--- src/rtl/three_bit_serial_subtractor_if.sv ---
// ============================================================================
// Module   : three_bit_serial_subtractor_if
// Brief    : Operand/result bundle for the bit-serial subtractor.
// Revision : 1.0
// ============================================================================
`default_nettype none

interface three_bit_serial_subtractor_if #(
    parameter int WIDTH = 3
);
    logic [WIDTH-1:0]   in_a;
    logic [WIDTH-1:0]   in_b;
    logic               in_start;
    logic [2*WIDTH-1:0] d_out;
    logic               b_out;
    logic               busy;
    logic               done;

    modport master (
        output in_a, in_b, in_start,
        input  d_out, b_out, busy, done
    );

    modport slave (
        input  in_a, in_b, in_start,
        output d_out, b_out, busy, done
    );
endinterface

`default_nettype wire

--- src/rtl/three_bit_serial_subtractor.sv ---
// ============================================================================
// Module   : three_bit_serial_subtractor
// Brief    : LSB-first bit-serial a - b with start/busy/done handshake.
// Revision : 1.0
// ============================================================================
`default_nettype none

module three_bit_serial_subtractor #(
    parameter int WIDTH = 3
) (
    input  wire                                  clk,
    input  wire                                  rst,
    three_bit_serial_subtractor_if.slave         bus
);
    localparam int CNT_W = $clog2(WIDTH + 1);
    localparam logic [CNT_W-1:0] c_LAST = CNT_W'(WIDTH - 1);

    typedef enum logic [1:0] {
        S_IDLE = 2'd0,
        S_RUN  = 2'd1,
        S_DONE = 2'd2
    } state_t;

    state_t             r_state;
    state_t             w_next;
    logic [WIDTH-1:0]   r_a;
    logic [WIDTH-1:0]   r_b;
    logic [WIDTH-1:0]   r_res;
    logic               r_br;
    logic [CNT_W-1:0]   r_cnt;
    logic [2*WIDTH-1:0] r_d_out;
    logic               r_b_out;
    logic               w_busy;
    logic               w_done;
    logic               w_diff;
    logic               w_br_next;
    logic               w_last;
    logic               w_accept;

    // Full-subtractor cell on the current LSBs and the stored borrow
    assign w_diff    = r_a[0] ^ r_b[0] ^ r_br;
    assign w_br_next = (~r_a[0] & r_b[0]) | (~(r_a[0] ^ r_b[0]) & r_br);
    assign w_last    = (r_cnt == c_LAST);
    assign w_accept  = bus.in_start && (r_state == S_IDLE || r_state == S_DONE);

    always_ff @(posedge clk) begin
        if (rst) begin
            r_state <= S_IDLE;
        end else begin
            r_state <= w_next;
        end
    end

    always_comb begin
        w_next = r_state;
        w_busy = 1'b0;
        w_done = 1'b0;
        case (r_state)
            S_IDLE: begin
                if (bus.in_start) w_next = S_RUN;
            end
            S_RUN: begin
                w_busy = 1'b1;
                if (w_last) w_next = S_DONE;
            end
            S_DONE: begin
                w_done = 1'b1;
                w_next = bus.in_start ? S_RUN : S_IDLE;
            end
            default: w_next = S_IDLE;
        endcase
    end

    always_ff @(posedge clk) begin
        if (rst) begin
            r_a     <= '0;
            r_b     <= '0;
            r_res   <= '0;
            r_br    <= 1'b0;
            r_cnt   <= '0;
            r_d_out <= '0;
            r_b_out <= 1'b0;
        end else if (w_accept) begin
            r_a   <= bus.in_a;
            r_b   <= bus.in_b;
            r_res <= '0;
            r_br  <= 1'b0;
            r_cnt <= '0;
        end else if (r_state == S_RUN) begin
            r_a   <= r_a >> 1;
            r_b   <= r_b >> 1;
            r_br  <= w_br_next;
            r_res <= {w_diff, r_res[WIDTH-1:1]};
            r_cnt <= r_cnt + 1'b1;
            // Final borrow doubles as the sign of the difference
            if (w_last) begin
                r_d_out <= {{WIDTH{w_br_next}}, w_diff, r_res[WIDTH-1:1]};
                r_b_out <= w_br_next;
            end
        end
    end

    assign bus.d_out = r_d_out;
    assign bus.b_out = r_b_out;
    assign bus.busy  = w_busy;
    assign bus.done  = w_done;

endmodule

`default_nettype wire

--- src/flat_wrapper.sv ---
// flat-port wrapper written by rule: the top's interface ports become plain ports
module three_bit_serial_subtractor_flat 
#(
    parameter int WIDTH = 3
)
  (clk, rst, bus_in_a, bus_in_b, bus_in_start, bus_d_out, bus_b_out, bus_busy, bus_done);
  three_bit_serial_subtractor_if #(.WIDTH(WIDTH)) bus_i ();
  input  wire clk;
  input  wire rst;
  input wire logic [$bits(bus_i.in_a)-1:0] bus_in_a;
  input wire logic [$bits(bus_i.in_b)-1:0] bus_in_b;
  input wire logic [$bits(bus_i.in_start)-1:0] bus_in_start;
  output wire logic [$bits(bus_i.d_out)-1:0] bus_d_out;
  output wire logic [$bits(bus_i.b_out)-1:0] bus_b_out;
  output wire logic [$bits(bus_i.busy)-1:0] bus_busy;
  output wire logic [$bits(bus_i.done)-1:0] bus_done;
  assign bus_i.in_a = bus_in_a;
  assign bus_i.in_b = bus_in_b;
  assign bus_i.in_start = bus_in_start;
  assign bus_d_out = bus_i.d_out;
  assign bus_b_out = bus_i.b_out;
  assign bus_busy = bus_i.busy;
  assign bus_done = bus_i.done;
  three_bit_serial_subtractor #(.WIDTH(WIDTH)) u_core (.clk(clk), .rst(rst), .bus(bus_i));
endmodule
--- config.mk ---
export PLATFORM = sky130hd
export DESIGN_NAME = three_bit_serial_subtractor_flat
export DESIGN_NICKNAME = d
export VERILOG_FILES = /design/src/rtl/three_bit_serial_subtractor_if.sv /design/src/rtl/three_bit_serial_subtractor.sv /design/src/flat_wrapper.sv
export SDC_FILE = /design/constraint.sdc
export NUM_CORES = 1
export LEC_CHECK = 0
export ABC_AREA = 1
export BUFFER_PORTS_ARGS = -buffer_cell sky130_fd_sc_hd__buf_4
export CELL_PAD_IN_SITES_DETAIL_PLACEMENT = 1
export CELL_PAD_IN_SITES_GLOBAL_PLACEMENT = 1
export CORE_MARGIN = 2
export CORE_UTILIZATION = 39
export DETAILED_ROUTE_END_ITERATION = 10
export HOLD_SLACK_MARGIN = 0.03
export PLACE_DENSITY = 0.88
export SYNTH_ARGS = -nofsm -noshare
export SYNTH_HDL_FRONTEND = slang
export SYNTH_SLANG_ARGS = --single-unit
--- constraint.sdc ---
create_clock -name clk -period 1.7 [get_ports clk]
set_input_delay 0 -clock clk [delete_from_list [all_inputs] [get_ports clk]]
set_output_delay 0 -clock clk [all_outputs]
set_load 0.01 [all_outputs]
==> Word-level counts from Yosys, hierarchy flattened <==
Cells that the tools add are included.
Widths: inputs -> output; s select.
{ "totals": {"inputBits": 9, "latch_bits": 0, "mem_bits_rw": 0, "romBits": 0, "register_bits": 19, "n_memories": 0, "elab_cells": 39} }
{ "op_classes": {"mul": 0, "n_mux": 10, "n_bitwise": 8, "n_reduce_logical": 7, "n_eq_ne": 5, "order_cmp": 0, "n_shift": 0, "div": 0, "add_sub_neg": 1} }
{ "op_table": {"columns": ["operator", "n"], "rows": [
  ["$mux 3", 4],
  ["$pmux 2 s3", 1],
  ["$eq 2x2->1 const B", 2],
  ["$mux 2", 2],
  ["$mux 1", 3],
  ["$not 1->1", 3],
  ["$reduce_and 3->1", 1],
  ["$add 2x1->2 const B", 1],
  ["$and 1x1->1", 2],
  ["$eq 2x1->1 const B", 1],
  ["$logic_not 2->1", 1],
  ["$ne 2x1->1 const B", 1],
  ["$ne 2x2->1 const B", 1],
  ["$reduce_and 2->1", 1],
  ["$reduce_bool 2->1", 1],
  ["$reduce_or 2->1", 1],
  ["$xor 1x1->1", 2],
  ["$logic_and 1x1->1", 1],
  ["$logic_or 1x1->1", 1],
  ["$or 1x1->1", 1]
]} }

==> Longest topological paths before layout <==
Gate-level depths: netlist of the first run.
{ "depth": {"word_depth": 5, "mapped_depth": 7} }

==> Worst setup path after synthesis of the first run <==
Ideal clock, no wire load.
{ "synth_timing": {"path_type": "register -> register", "from": "register u_core.r_b[0]", "to": "register u_core.r_br", "setup_time_ps": 70, "stages_incl_launch_ff": 5, "arrival_time_ps": 1093, "path_buffers": 0, "required_ps": 1630, "slack_ps": 537, "path_cell_list": "dfxtp_1 inv_1 fa_1 or2_1 a21oi_1"} }
{ "synth_between": {"elab_chain_len": 4} }
{ "synth_rtl": {"columns": ["item", "line", "source"], "rows": [
  ["from (decl)", "three_bit_serial_subtractor.sv:27", "logic [WIDTH-1:0] r_b;"],
  ["from (signal assigned)", "three_bit_serial_subtractor.sv:85", "r_b <= bus.in_b;"],
  ["from (signal assigned)", "three_bit_serial_subtractor.sv:91", "r_b <= r_b >> 1;"],
  ["$xor 1x1->1", "three_bit_serial_subtractor.sv:42", "assign w_br_next = (~r_a[0] & r_b[0]) | (~(r_a[0] ^ r_b[0]) & r_br);"],
  ["$not 1->1", "three_bit_serial_subtractor.sv:42", null],
  ["$and 1x1->1", "three_bit_serial_subtractor.sv:42", null],
  ["$or 1x1->1 (*)", "three_bit_serial_subtractor.sv:42", null],
  ["to (signal assigned)", "three_bit_serial_subtractor.sv:92", "r_br <= w_br_next;"],
  ["to (decl)", "three_bit_serial_subtractor.sv:29", "logic r_br;"]
]} }
Mark *: on every way between the ends. The rest lies on a longest branch, timed or not.
A chain may end at the register's enable or synchronous reset.

==> Worst setup path after layout of the first run <==
{ "layout_timing": {"from": "register u_core.r_state[0]", "to": "register u_core.r_d_out[1], in the netlist u_core.bus.d_out[1]"} }
{ "layout_between": {"elab_chain_len": 5} }
{ "layout_rtl": {"columns": ["item", "line", "source"], "rows": [
  ["from (decl)", "three_bit_serial_subtractor.sv:24", "state_t r_state;"],
  ["from (signal assigned)", "three_bit_serial_subtractor.sv:50", "r_state <= w_next;"],
  ["$eq 2x2->1 or $logic_not 2->1 (tied branches)", "three_bit_serial_subtractor.sv:44", "assign w_accept = bus.in_start && (r_state == S_IDLE || r_state == S_DONE);"],
  ["$logic_or 1x1->1", "three_bit_serial_subtractor.sv:44", null],
  ["$logic_and 1x1->1", "three_bit_serial_subtractor.sv:44", null],
  ["$not 1->1 (no source line)", null, null],
  ["$reduce_and 3->1 (no source line) (*)", null, null],
  ["to (signal assigned)", "three_bit_serial_subtractor.sv:97", "r_d_out <= {{WIDTH{w_br_next}}, w_diff, r_res[WIDTH-1:1]};"],
  ["to (decl)", "three_bit_serial_subtractor.sv:31", "logic [2*WIDTH-1:0] r_d_out;"]
]} }
Marks and branches as above.

==> results of run 1 <==
## registers in the layout, summed over array words and instances, names as in the netlist
register	flops
u_core.bus.d_out	4
u_core.r_a	3
u_core.r_br	1
u_core.r_res	2
u_core.r_cnt	2
u_core.r_state	2
u_core.r_b	3
## where the power goes
| group | switching [uW] | internal, uW | leakage [uW] |
|---|---|---|---|
| combinational | 60.8 | 45.1 | 0.000286 |
| clock | 129 | 91.4 | 0.0000150 |
| sequential | 12.7 | 413 | 0.000138 |
## kinds of logic (layout without fill, tap and decap cells)
| kind of cell | Yosys count | count (layout) | synth area share [%] |
|---|---|---|---|
| and+or+nand+nor | 49 | 49 | 30.48 |
| AOI/OAI and AO/OA | 14 | 14 | 8.889 |
| buffers and inverters | 23 | 42 | 13.33 |
| adders and majority gates | 2 | 2 | 4.127 |
| DFF | 17 | 17 | 43.18 |
## per-layer routing
metal  up-vias  global-route usage [%]  share of wire [%]
met3         4                   3.681                3.6
met2        18                   28.54                 51
met5         -                       0                  0
met4         0                   8.571                1.8
met1       337                   20.16                 44
li1        361                       -                  -
## cell usage in the layout, fill, tap and decap left out, drive strengths merged
cell and instances:
a21oi 12, buf 17, clkbuf 4, dfxtp 17
dlygate4sd3 3, fa 1, ha 1, inv 18
nand2 25, nand3 16, nor2 6, o21ai 2
or2 2
## how the worst max path moves through the flow
| stage | start | to | slack, ns | cells past startpoint |
|---|---|---|---|---|
| 3_3_place_gp | u_core.r_b[0] | u_core.r_br | 0.52 | 4 |
| 5_1_grt | u_core.r_state[0] | u_core.bus.d_out[1] | 0.26 | 4 |
| 4_1_cts | u_core.r_b[0] | u_core.r_br | 0.46 | 4 |
| 2_1_floorplan | u_core.r_b[0] | u_core.r_br | 0.54 | 4 |
| 3_5_place_dp | u_core.r_b[0] | u_core.r_br | 0.50 | 4 |
| 6_report | u_core.r_state[0] | u_core.bus.d_out[1] | 0.46 | 4 |
## layout make-up
class / count / share of cell area, %
inverters: 18 / 6.977
well taps: 27 / 3.488
repair buffers: 20 / 16.28
clock buffers: 4 / 2.713
flip-flops and latches: 17 / 35.14
multi-input cells: 65 / 35.40
## worst max-delay path, cell delays in order (launching register included)
cell and delay, ns:
sky130_fd_sc_hd__dfxtp_1 0.48, sky130_fd_sc_hd__nand2_2 0.23, sky130_fd_sc_hd__nor2_1 0.20, sky130_fd_sc_hd__nand2_1 0.10, sky130_fd_sc_hd__o21ai_0 0.15
## per-stage QoR
| step | setup WS [ns] | hold WS, ns | utilization [%] | cell area [um2] |
|---|---|---|---|---|
| 2_1_floorplan | 0.5375 | 0.1474 | - | 788.3 |
| 3_3_place_gp | 0.5247 | 0.2337 | 46.97 | 912.1 |
| 3_5_place_dp | 0.5033 | 0.2336 | 46.97 | 912.1 |
| 4_1_cts | 0.4599 | 0.06477 | 49.87 | 968.4 |
| 5_1_grt | 0.2590 | 0.08099 | 49.87 | 968.4 |
| 6_report | 0.4576 | 0.06463 | 49.87 | 968.4 |
==> Flow_metrics.wiki, run 1 <==
{| class="wikitable"
! Metric !! Value
|-
| Result of the run || finished clean
|-
| I/O pin total || 18
|-
| Die Span Y || 48.96 um
|-
| Fill cell count || 272
|-
| Number of vias per cell || 4.768
|-
| Worst voltage drop across the vdd grid || 0.3821 mV
|-
| Final number of hold-violating endpoints || 0
|-
| Final cell count without fillers || 151
|-
| Post-Syn Instances || 105
|-
| Storage element area || 340.3 um2
|-
| Cells taking the most area after synthesis || sky130_fd_sc_hd__dfxtp_1, sky130_fd_sc_hd__nand3_1, sky130_fd_sc_hd__nand2_1, sky130_fd_sc_hd__a21oi_1, sky130_fd_sc_hd__inv_1
|-
| 1st-iter DRT viols || 8
|-
| Routed wire length per instance || 11.72 um
|-
| Maximum net fanout on the critical path || 14
|-
| Worst max-slew margin expressed relative to the limit || 82.23%
|-
| DR vias || 720
|-
| Wirelength, routed || 1770 um
|-
| Die footprint || 2397 um2
|-
| Routability congestion estimate || roughly 0.74
|-
| Initial cell density of the core || 40.59%
|-
| Number of antenna repair diodes || 0
|-
| Final Total Pwr || 752.0 uW
|-
| Crit Path Class || reg2reg
|-
| Core Box Area || 1942 um2
|-
| Syn Nets || 116
|-
| First-pass GRT wire length || 3084 um
|-
| GRT Util Overall || 16.91%
|-
| Port Buffer Count || 17
|-
| Cell taking the most area after synthesis || sky130_fd_sc_hd__dfxtp_1
|-
| Number of distinct library cells after synthesis || 18
|-
| Proportion of layout cells with a drive suffix above 1 || 22.58%
|-
| Worst reg-to-reg path cell count || 4
|-
| Top achievable clock speed || 0.8049 GHz
|-
| Number of hold buffers added after CTS || 3
|-
| Buffers inserted by post-CTS timing repair || 0
|-
| Most instantiated flip-flop cell in the synthesis netlist || sky130_fd_sc_hd__dfxtp_1
|-
| Number of global-route vias before repair || 708
|-
| Final cycle utilization of the critical path || 73.08%
|-
| Number of placed instances with taps included || 144
|-
| Sum of net half-perimeters after detailed placement || 1307 um
|-
| Type of the tightest min-delay check || in2reg
|-
| PwrDens || 776.5 nW/um2
|-
| Number of nets with antenna violations after routing || 0
|-
| Flip-flop and latch count after synthesis || 17
|-
| Ys async rst share || 0%
|-
| Arrival time worst endpoint || 1.46 ns
|-
| Part of the Yosys area used for sequential elements || a little over two fifths
|-
| Required time worst endpoint || 1.92 ns
|-
| Max-cap violation count || 0
|-
| Post-cts resize count || 0
|-
| Worst hold path cell count || 5
|-
| Final setup skew || 0.009057 ns
|-
| Number of buffers created by CTS || 3
|-
| Sink count of the clock tree || 17
|-
| Warnings from Yosys || 0
|-
| Clock tree buffer depth || 2
|-
| Hold Startpoint || bus_in_a[0]
|-
| First-pass detailed-route iteration total || 4
|-
| Cell with the most instances after synthesis || sky130_fd_sc_hd__nand2_1
|-
| Post-synthesis area per instance || 7.507 um2
|-
| Overflow left after global routing || 0
|-
| CTS clk-pin slew, worst paths || 0.10 ns
|-
| Mapped cell area || 788.3 um2
|-
| Total negative slack for setup checks || 0 ns
|-
| LEAKAGE || about 0.00044 uW
|-
| Fin nets || between 100 and 150
|-
| Total count of max-transition violations in the final report || 0
|-
| Number of core rows || 16
|-
| Largest net degree at the start of global routing || 15
|-
| Element type at the critical path start || register
|-
| Number of flops mapped to enable cells by yosys || 0
|-
| Transition time of the tightest slew-check pin || 0.2661 ns
|-
| Area fraction of the dominant cell type after synthesis || 43.17%
|-
| Worst-case register-to-register setup slack || 0.46 ns
|-
| Floorplan die width || 48.96 um
|-
| Clk Latency, worst-skew pair || 0.30 ns
|-
| Area occupied by multi-input gates || ~340 um2
|-
| Initial antenna violation count || 0
|-
| Root buffer cell || sky130_fd_sc_hd__clkbuf_4
|-
| Worst flop-to-flop path startpoint || u_core.r_state[0]
|-
| Setup crit end kind || register
|-
| Number of setup violations in the final report || 0
|-
| Depth of the CTS H-tree || 1
|-
| Worst hold endpoint || u_core.r_a[0]
|-
| Reg-to-reg endpoint || u_core.bus.d_out[1]
|-
| # DRC || 0
|-
| Most frequent cells after synthesis || sky130_fd_sc_hd__nand2_1, sky130_fd_sc_hd__dfxtp_1, sky130_fd_sc_hd__inv_1, sky130_fd_sc_hd__nand3_1, sky130_fd_sc_hd__a21oi_1
|-
| Min cycle time layout || roughly 1.2 ns
|-
| Clock tree from TritonCTS || built
|-
| Relative area change from synthesis to final layout || 22.86%
|-
| Unrepaired setup endpoints after global routing || no
|}
Note: power is estimated with default switching activity, not from simulation.
==> run 2: changes to the inputs <==
--- a/config.mk
+++ b/config.mk
@@ -10,10 +10,10 @@
 export CELL_PAD_IN_SITES_DETAIL_PLACEMENT = 1
 export CELL_PAD_IN_SITES_GLOBAL_PLACEMENT = 1
 export CORE_MARGIN = 2
-export CORE_UTILIZATION = 39
+export CORE_UTILIZATION = 33
 export DETAILED_ROUTE_END_ITERATION = 10
 export HOLD_SLACK_MARGIN = 0.03
-export PLACE_DENSITY = 0.88
+export PLACE_DENSITY = 0.8
 export SYNTH_ARGS = -nofsm -noshare
 export SYNTH_HDL_FRONTEND = slang
 export SYNTH_SLANG_ARGS = --single-unit
==> constraint.sdc (replaced) <==
create_clock -name clk -period 1.05 [get_ports clk]
set_input_delay 0 -clock clk [delete_from_list [all_inputs] [get_ports clk]]
set_output_delay 0 -clock clk [all_outputs]
set_load 0.01 [all_outputs]
==> Flow_metrics.wiki, run 2 (synthesis results as in run 1) <==
{| class="wikitable"
! Metric !! Value
|-
| Result of the run || finished, violations left
|-
| Failing checks || negative setup slack
|-
| Sum of net half-perimeters after detailed placement || 1338 um
|-
| CTS clk-pin slew, worst paths || 0.10 ns
|-
| Critical path, cell by cell || inv_2 -> fa_2 -> nand2_1 -> a21oi_2
|-
| Routed wire length per instance || ~12 um
|-
| Worst flop-to-flop path startpoint || u_core.r_b[0]
|-
| Arrival time worst endpoint || between 1 and 1.5 ns
|-
| Util after Layout || 49.30%
|-
| Proportion of layout cells with a drive suffix above 1 || just under 40%
|-
| Final hold slack || between 0.05 and 0.06 ns
|-
| Worst hold endpoint || u_core.r_b[1]
|-
| Wirelength, routed || 2020 um
|-
| Clk Latency, worst-skew pair || 0.30 ns
|-
| First-pass detailed-route iteration total || 4
|-
| 1st-iter DRT viols || 10
|-
| Maximum net fanout on the critical path || 2
|-
| Depth of the CTS H-tree || 1
|-
| Unrepaired setup endpoints after global routing || yes
|-
| Sink count of the clock tree || 17
|-
| I/O pin total || 18
|-
| Required time worst endpoint || between 1 and 1.5 ns
|-
| Total negative slack for setup checks || -0.3347 ns
|-
| Max-cap violation count || 0
|-
| Setup slack after placement || -0.1152 ns
|-
| Top achievable clock speed || about 0.85 GHz
|-
| Core Box Area || 2233 um2
|-
| Number of global-route vias before repair || 755
|-
| Die Span Y || 52.88 um
|-
| Commonest cells after routing, fill and taps aside || sky130_fd_sc_hd__buf_4, sky130_fd_sc_hd__nand2_1, sky130_fd_sc_hd__nand3_1
|-
| Largest net degree at the start of global routing || 10
|-
| Worst-case register-to-register setup slack || -0.13 ns
|-
| Slowest stage cell on the critical path || sky130_fd_sc_hd__fa_2
|-
| Most common library cell in the layout ignoring fill and taps || sky130_fd_sc_hd__buf_4
|-
| Port Buffer Count || 17
|-
| Relative area change from synthesis to final layout || 39.68%
|-
| # DRC || 0
|-
| CP max stage delay || 0.57 ns
|-
| Number of nets with antenna violations after routing || 0
|-
| Total count of max-transition violations in the final report || 0
|-
| Hold Startpoint || bus_in_b[1]
|-
| Routability congestion estimate || around 0.74
|-
| Number of core rows || 17
|-
| Worst voltage drop across the vdd grid || roughly 0.72 mV
|-
| Number of antenna repair diodes || 0
|-
| Floorplan die width || roughly 53 um
|-
| LEAKAGE || 0.0004964 uW
|-
| Initial cell density of the core || 35.29%
|-
| Number of buffers created by CTS || 3
|-
| Element type at the critical path start || register
|-
| Min cycle time layout || 1.175 ns
|-
| Fin nets || 146
|-
| GRT Util Overall || 16.47%
|-
| Final number of hold-violating endpoints || 0
|-
| Number of vias per cell || 4.654
|-
| Flip-flop count of the largest register after layout || 4
|-
| Reg-to-reg endpoint || u_core.r_res[2]
|-
| Overflow left after global routing || 0
|-
| Clock tree buffer depth || 2
|-
| PwrDens || around 1200 nW/um2
|-
| Worst hold path cell count || 5
|-
| Worst-case setup margin in the final layout || -0.1251 ns
|-
| Number of setup violations in the final report || 3
|-
| Initial antenna violation count || 0
|-
| Clock tree from TritonCTS || built
|-
| Final cycle utilization of the critical path || 111.9%
|-
| Crit Path Class || reg2reg
|-
| Root buffer cell || sky130_fd_sc_hd__clkbuf_4
|-
| Worst reg-to-reg path cell count || 4
|-
| Die footprint || roughly 2800 um2
|-
| DR vias || about 750
|-
| Transition time of the tightest slew-check pin || 0.2050 ns
|-
| Final setup skew || 0.002227 ns
|-
| Setup crit end kind || register
|-
| First-pass GRT wire length || roughly 3300 um
|-
| Type of the tightest min-delay check || in2reg
|-
| Worst max-slew margin expressed relative to the limit || 86.32%
|}
## run 2: cell count changes in the layout (fill, tap and decap cells not counted), moves of 3 or more
cell / change
sky130_fd_sc_hd__dfxtp_2: +3
sky130_fd_sc_hd__dfxtp_1: -4
sky130_fd_sc_hd__buf_4: +7
sky130_fd_sc_hd__buf_6: +3
## run 2: critical path, delay by kind of cell, from the launching register on
family          cells  cell delay (ns)
buf+inv             1             0.04
flops               1             0.35
fa+ha+maj           1             0.57
compound gates      1             0.10
simple gates        1             0.07
## run 2: layer usage
layer	track usage, %	share of wire, %	up-vias
li1	-	-	382
met1	18.18	41	352
met2	29.79	54	16
met3	3.390	2.9	4
met4	7.692	1.9	0
met5	0	0	-
## run 2: worst max path at each step
stage	slack (ns)	end	start
4_1_cts	-0.13	u_core.r_res[2]	u_core.r_b[0]
3_5_place_dp	-0.12	u_core.r_res[2]	u_core.r_b[0]
3_3_place_gp	-0.08	u_core.r_res[2]	u_core.r_b[0]
2_1_floorplan	-0.07	u_core.r_res[2]	u_core.r_b[0]
6_report	-0.13	u_core.r_res[2]	u_core.r_b[0]
5_1_grt	-0.18	u_core.r_res[2]	u_core.r_b[0]
## run 2: metrics by stage
| step | std cells | instance area [um2] | power, uW |
|---|---|---|---|
| 2_1_floorplan | 105 | 795.8 | 819.1 |
| 3_3_place_gp | 152 | 973.4 | 886.5 |
| 3_5_place_dp | 152 | 973.4 | 895.6 |
| 4_1_cts | 161 | 1064 | 1289 |
| 5_1_grt | 162 | 1101 | 1361 |
| 6_report | 162 | 1101 | 1289 |
## run 2: area by class of cell
class	count	area (um2)
clock buffers	4	26.28
fillers	289	1132
multi-input cells	65	377.9
repair buffers	30	244.0
flip-flops and latches	17	347.8
inverters	18	70.07
well taps	28	35.03
## run 2: power breakdown
part           internal (uW)  switching [uW]  leakage (uW)  total (uW)
sequential               670            19.2      0.000140         690
clock                    148             214     0.0000150         363
combinational            113             123      0.000341         237
total                    932             357      0.000496        1290
## run 2: timing repair
| action | 4_1_cts | 5_1_grt |
|---|---|---|
| endpoints found under the setup margin | 8 | 13 |
| endpoints found under the hold margin | 7 | 0 |
| hold buffers | 3 | 0 |
| pin swaps | 4 | 4 |
| cloned | 0 | 0 |
| resized for setup | 4 | 11 |
| setup buffers | 2 | 1 |
